## config.mk

```make
export PLATFORM = sky130hd
export DESIGN_NAME = pipe_stage
export DESIGN_NICKNAME = d
export VERILOG_FILES = /design/src/rtl/pipe_stage.sv
export SDC_FILE = /design/constraint.sdc
export NUM_CORES = 1
export LEC_CHECK = 0
export CORE_MARGIN = 1
export CORE_UTILIZATION = 30
export DETAILED_ROUTE_END_ITERATION = 10
export PLACE_DENSITY = 0.58
export SYNTH_ARGS = -nofsm -noshare
export SYNTH_HDL_FRONTEND = slang
export SYNTH_SLANG_ARGS = --single-unit
```

## constraint.sdc

```tcl
create_clock -name clk -period 3.9 [get_ports clk]
set_clock_uncertainty 0.05 [all_clocks]
set_input_delay 0.39 -clock clk [delete_from_list [all_inputs] [get_ports clk]]
set_output_delay 0.39 -clock clk [all_outputs]
set_load 0.01 [all_outputs]
```

## src/rtl/pipe_stage.sv

```systemverilog
// Valid/ready pipeline register stage with optional two-entry skid buffer,
// flush, and pause handling (hold or bubble). Invalid entries always carry zero data.
module pipe_stage #(
    parameter int unsigned DATA_W     = 134,
    parameter bit          SKID       = 1'b1,
    parameter logic [2:0]  PAUSE_LVL  = 3'd2,
    parameter bit          PAUSE_MODE = 1'b0
) (
    input  logic              clk,
    input  logic              rst_n,
    input  logic              up_valid_i,
    output logic              up_ready_o,
    input  logic [DATA_W-1:0] up_data_i,
    output logic              down_valid_o,
    input  logic              down_ready_i,
    output logic [DATA_W-1:0] down_data_o,
    input  logic              flush_i,
    input  logic [2:0]        pause_flag_i,
    output logic [1:0]        count_o
);

    logic              m_valid, m_valid_n;
    logic [DATA_W-1:0] m_data, m_data_n;
    logic              s_valid, s_valid_n;
    logic [DATA_W-1:0] s_data, s_data_n;
    logic              live;
    logic              pause;
    logic              hold;
    logic              ready_int;
    logic              up_fire;
    logic              down_fire;

    assign pause = (pause_flag_i >= PAUSE_LVL);
    assign hold  = pause && !PAUSE_MODE;

    // With the skid buffer, ready depends only on registered state.
    assign ready_int  = SKID ? !s_valid : (!m_valid || down_ready_i);
    assign up_ready_o = live && !pause && ready_int;

    assign down_valid_o = m_valid && !hold;
    assign down_data_o  = m_data;
    assign count_o      = {1'b0, m_valid} + {1'b0, s_valid};

    assign up_fire   = up_valid_i && up_ready_o;
    assign down_fire = down_valid_o && down_ready_i;

    always_comb begin
        m_valid_n = m_valid;
        m_data_n  = m_data;
        s_valid_n = s_valid;
        s_data_n  = s_data;
        if (flush_i) begin
            m_valid_n = 1'b0;
            m_data_n  = '0;
            s_valid_n = 1'b0;
            s_data_n  = '0;
        end else if (down_fire) begin
            if (s_valid) begin
                m_valid_n = 1'b1;
                m_data_n  = s_data;
                s_valid_n = 1'b0;
                s_data_n  = '0;
            end else if (up_fire) begin
                m_valid_n = 1'b1;
                m_data_n  = up_data_i;
            end else begin
                m_valid_n = 1'b0;
                m_data_n  = '0;
            end
        end else if (up_fire) begin
            if (!m_valid) begin
                m_valid_n = 1'b1;
                m_data_n  = up_data_i;
            end else begin
                s_valid_n = 1'b1;
                s_data_n  = up_data_i;
            end
        end
    end

    always_ff @(posedge clk or negedge rst_n) begin
        if (!rst_n) begin
            m_valid <= 1'b0;
            m_data  <= '0;
            s_valid <= 1'b0;
            s_data  <= '0;
            live    <= 1'b0;
        end else begin
            m_valid <= m_valid_n;
            m_data  <= m_data_n;
            s_valid <= SKID ? s_valid_n : 1'b0;
            s_data  <= SKID ? s_data_n : '0;
            live    <= 1'b1;
        end
    end

endmodule

```

==> impl_metrics.toml <==
[route]
wire_per_inst_microns = 21.12
via_count = 8017
drt_pre_antenna_iters = 5
drc = 0
drt-total-wl_microns = 31820
vias_per_cell = 5.320
postRouteAntennaNets = 0
drtIter0Drc = 604

[power]
clockPowerShare_pct = 45.6
p_leak_nw = 6.679
seqPwrFrac_pct = 46.7
ir_drop_uv = 343.9
power_switching_mw = 1.412
power_mw = 6.150
intPower_mw = 4.738
p_per_area_nw_per_um2 = 411.4
switching_share_pct = 22.95
combPwrFrac_pct = 7.7

[layout]
final_core_util_pct = 42.96
nets = 1172
syn2layout_area_growth_pct = 39.73
layout-drive-gt1-share_pct = 7.136

[grt]
grt_pass1_vias = 8294
grt_pass1_wl_microns = 49400
grt_max_degree = 97
grt_overflow_total = 0
antenna_found_initial = 1
grt_usage_pct = 17.17

[synth]
synth-seq-area-share_pct = 63.39
syn_area_per_cell_sq_um = 13.66
synth.top_cell.area_share_pct = 63.39
synth_edf_count = 0
ys_types = 33
ys_async_sr_fraction_pct = 100.0
syn-num-nets = 926
synthCells = 783
yosys_warnings = 0
yosys.area.top_type = "dfrtp_1"
ys_ff_latch = 271
synth_area_sq_um = 10700
yosys-top-cells-area = "dfrtp_1, a22o_1, o2bb2ai_1, a22oi_1, a221o_1"
ys.flop_type = "dfrtp_1"

[worst_setup_path]
r2r-end = "s_data[31]$_DFFE_PN0P_"
reg2regPathDepth = 5
critPathMaxFanout = 55
reg2reg_from = "m_valid$_DFFE_PN0P_"
path_class = "reg -> reg"
worstSetupEndpointType = "register"
cp.required_ns = 4.33
rrSetupSlack_ns = 1.45
start_kind = "register"
crit_start = "m_valid$_DFFE_PN0P_"
arrival_ns = 2.88

[clocking]
cts_resized = 0
cts_tree = "yes"
numCtsBuffers = 30
root_buffer = "clkbuf_16"
cts_hold_buf = 1
htree_levels = 1
clockBufferDepth = 3
clkSlewWorstSetupHoldPaths_ns = 0.06
clk_latency_ns = 0.55
clock_sinks = 271
cts_setup_buffers = 0

[sta]
slew_headroom_pct = 27.02
min_period_ns = 2.446
rsz0062_at_grt = "no"
setup-tns-final_ns = 0
fmax_mhz = 408.8
fin_crit_sh_pct = 62.73
hold_viol_final = 0
finalMaxSlewViolations = 0
worst_pin_slew_ns = 1.092
setup_viol = 0

[floorplan]
core_sq_um = 34800
fp.dieW_microns = 190.8
start_util_pct = 30.74
die_area_sq_um = 36420
ios = 280
die_h_microns = 190.8
num_rows = 68

[status]
outcome = "completed"

[placed_design]
port_buffers = 278
gp_congestion = 0.7393
hpwl_microns = 18320

[job]
maxCapViolations = 0

[hold_path]
min_path_type = "in -> async"
==> worst max-delay path, stage by stage (launching register included) <==
cell	delay [ns]
dfrtp_1	0.48
and4bb_1	0.35
and2_2	0.28
o31ai_4	0.28
buf_4	0.58
a22o_1	0.26
==> through the flow <==
stage | hold slack (ns) | cell area, sq um | cells | setup slack, ns
global placement | 0.3773 | 13960 | 1451 | 1.052
finish | 0.3691 | 14950 | 1507 | 1.454
global route | 0.3945 | 14950 | 1506 | 1.240
floorplan | 0.04441 | 10700 | 783 | 1.865
CTS | 0.3739 | 14950 | 1506 | 1.404
detailed placement | 0.3897 | 13960 | 1451 | 1.044
==> placed cells by master, fill, tap and decap left out, types with 8 or more instances in the layout <==
cell type,n
clkdlybuf4s50_1,277
and2_1,53
o2bb2ai_1,81
dfrtp_1,271
a22o_1,133
a221o_1,53
a22oi_1,81
buf_4,8
clkinv_2,10
clkbuf_16,31
==> flip-flops by register name (all words and copies together), names as in the netlist <==
| signal | flops |
|---|---|
| m_valid | 1 |
| s_valid | 1 |
| down_data_o | 134 |
| s_data | 134 |
| live | 1 |
==> cell type report <==
class                           count  area [sq um]
Inverter                            3         11.26
Timing Repair Buffer              294          2998
Clock buffer                       39         845.8
Multi-Input combinational cell    429          3606
Fill cell                        3232         19850
Tap cell                          455         569.3
Clock inverter                     15         133.9
Sequential cell                   271          6782
Antenna cell                        1         2.502
==> Yosys cell counts (all sizes together), types with 2 or more instances <==
library cell,n
nand2,2
nor3,3
and2,54
buf,38
inv,3
dfrtp,271
clkbuf,42
a22o,133
o2bb2ai,81
a221o,53
or2,3
a22oi,81
nor2,3
==> power by group through the flow <==
| stage | Clock, mW | Combinational, mW | Sequential (mW) |
|---|---|---|---|
| 2_1_floorplan | 0 | 0.126 | 2.93 |
| 3_5_place_dp | 0 | 0.482 | 2.92 |
| 3_3_place_gp | 0 | 0.479 | 2.92 |
| 4_1_cts | 2.90 | 0.485 | 2.87 |
| 5_1_grt | 3.00 | 0.518 | 2.87 |
| 6_report | 2.80 | 0.475 | 2.87 |
==> worst max path at each step <==
stage,to,slack [ns],cells after the start
global route,down_data_o[60]$_DFFE_PN0P_,1.24,5
global placement,down_data_o[43]$_DFFE_PN0P_,1.05,5
CTS,down_data_o[55]$_DFFE_PN0P_,1.40,5
detailed placement,s_data[69]$_DFFE_PN0P_,1.04,6
finish,s_data[31]$_DFFE_PN0P_,1.45,5
floorplan,down_data_o[120]$_DFFE_PN0P_,1.86,5
==> layer usage <==
| metal | share of wire [%] | vias up | GRT usage, % |
|---|---|---|---|
| met1 | 45 | 4125 | 24.72 |
| met4 | 2.7 | 0 | 5.231 |
| met3 | 6.8 | 49 | 3.294 |
| met2 | 45 | 240 | 25.93 |
| li1 | - | 3603 | - |
| met5 | 0 | - | 0 |
==> cells by family after synthesis <==
family | Yosys count | share of synthesized area (%)
AO/OA/AOI/OAI | 355 | 28.80
buffers and inverters | 83 | 3.287
flip-flops | 271 | 63.39
adder cells (fa/ha/maj) | 1 | 0.1169
AND/OR/NAND/NOR | 72 | 4.374
other | 1 | 0.03505
No activity file was read; power rests on OpenSTA's default activity.
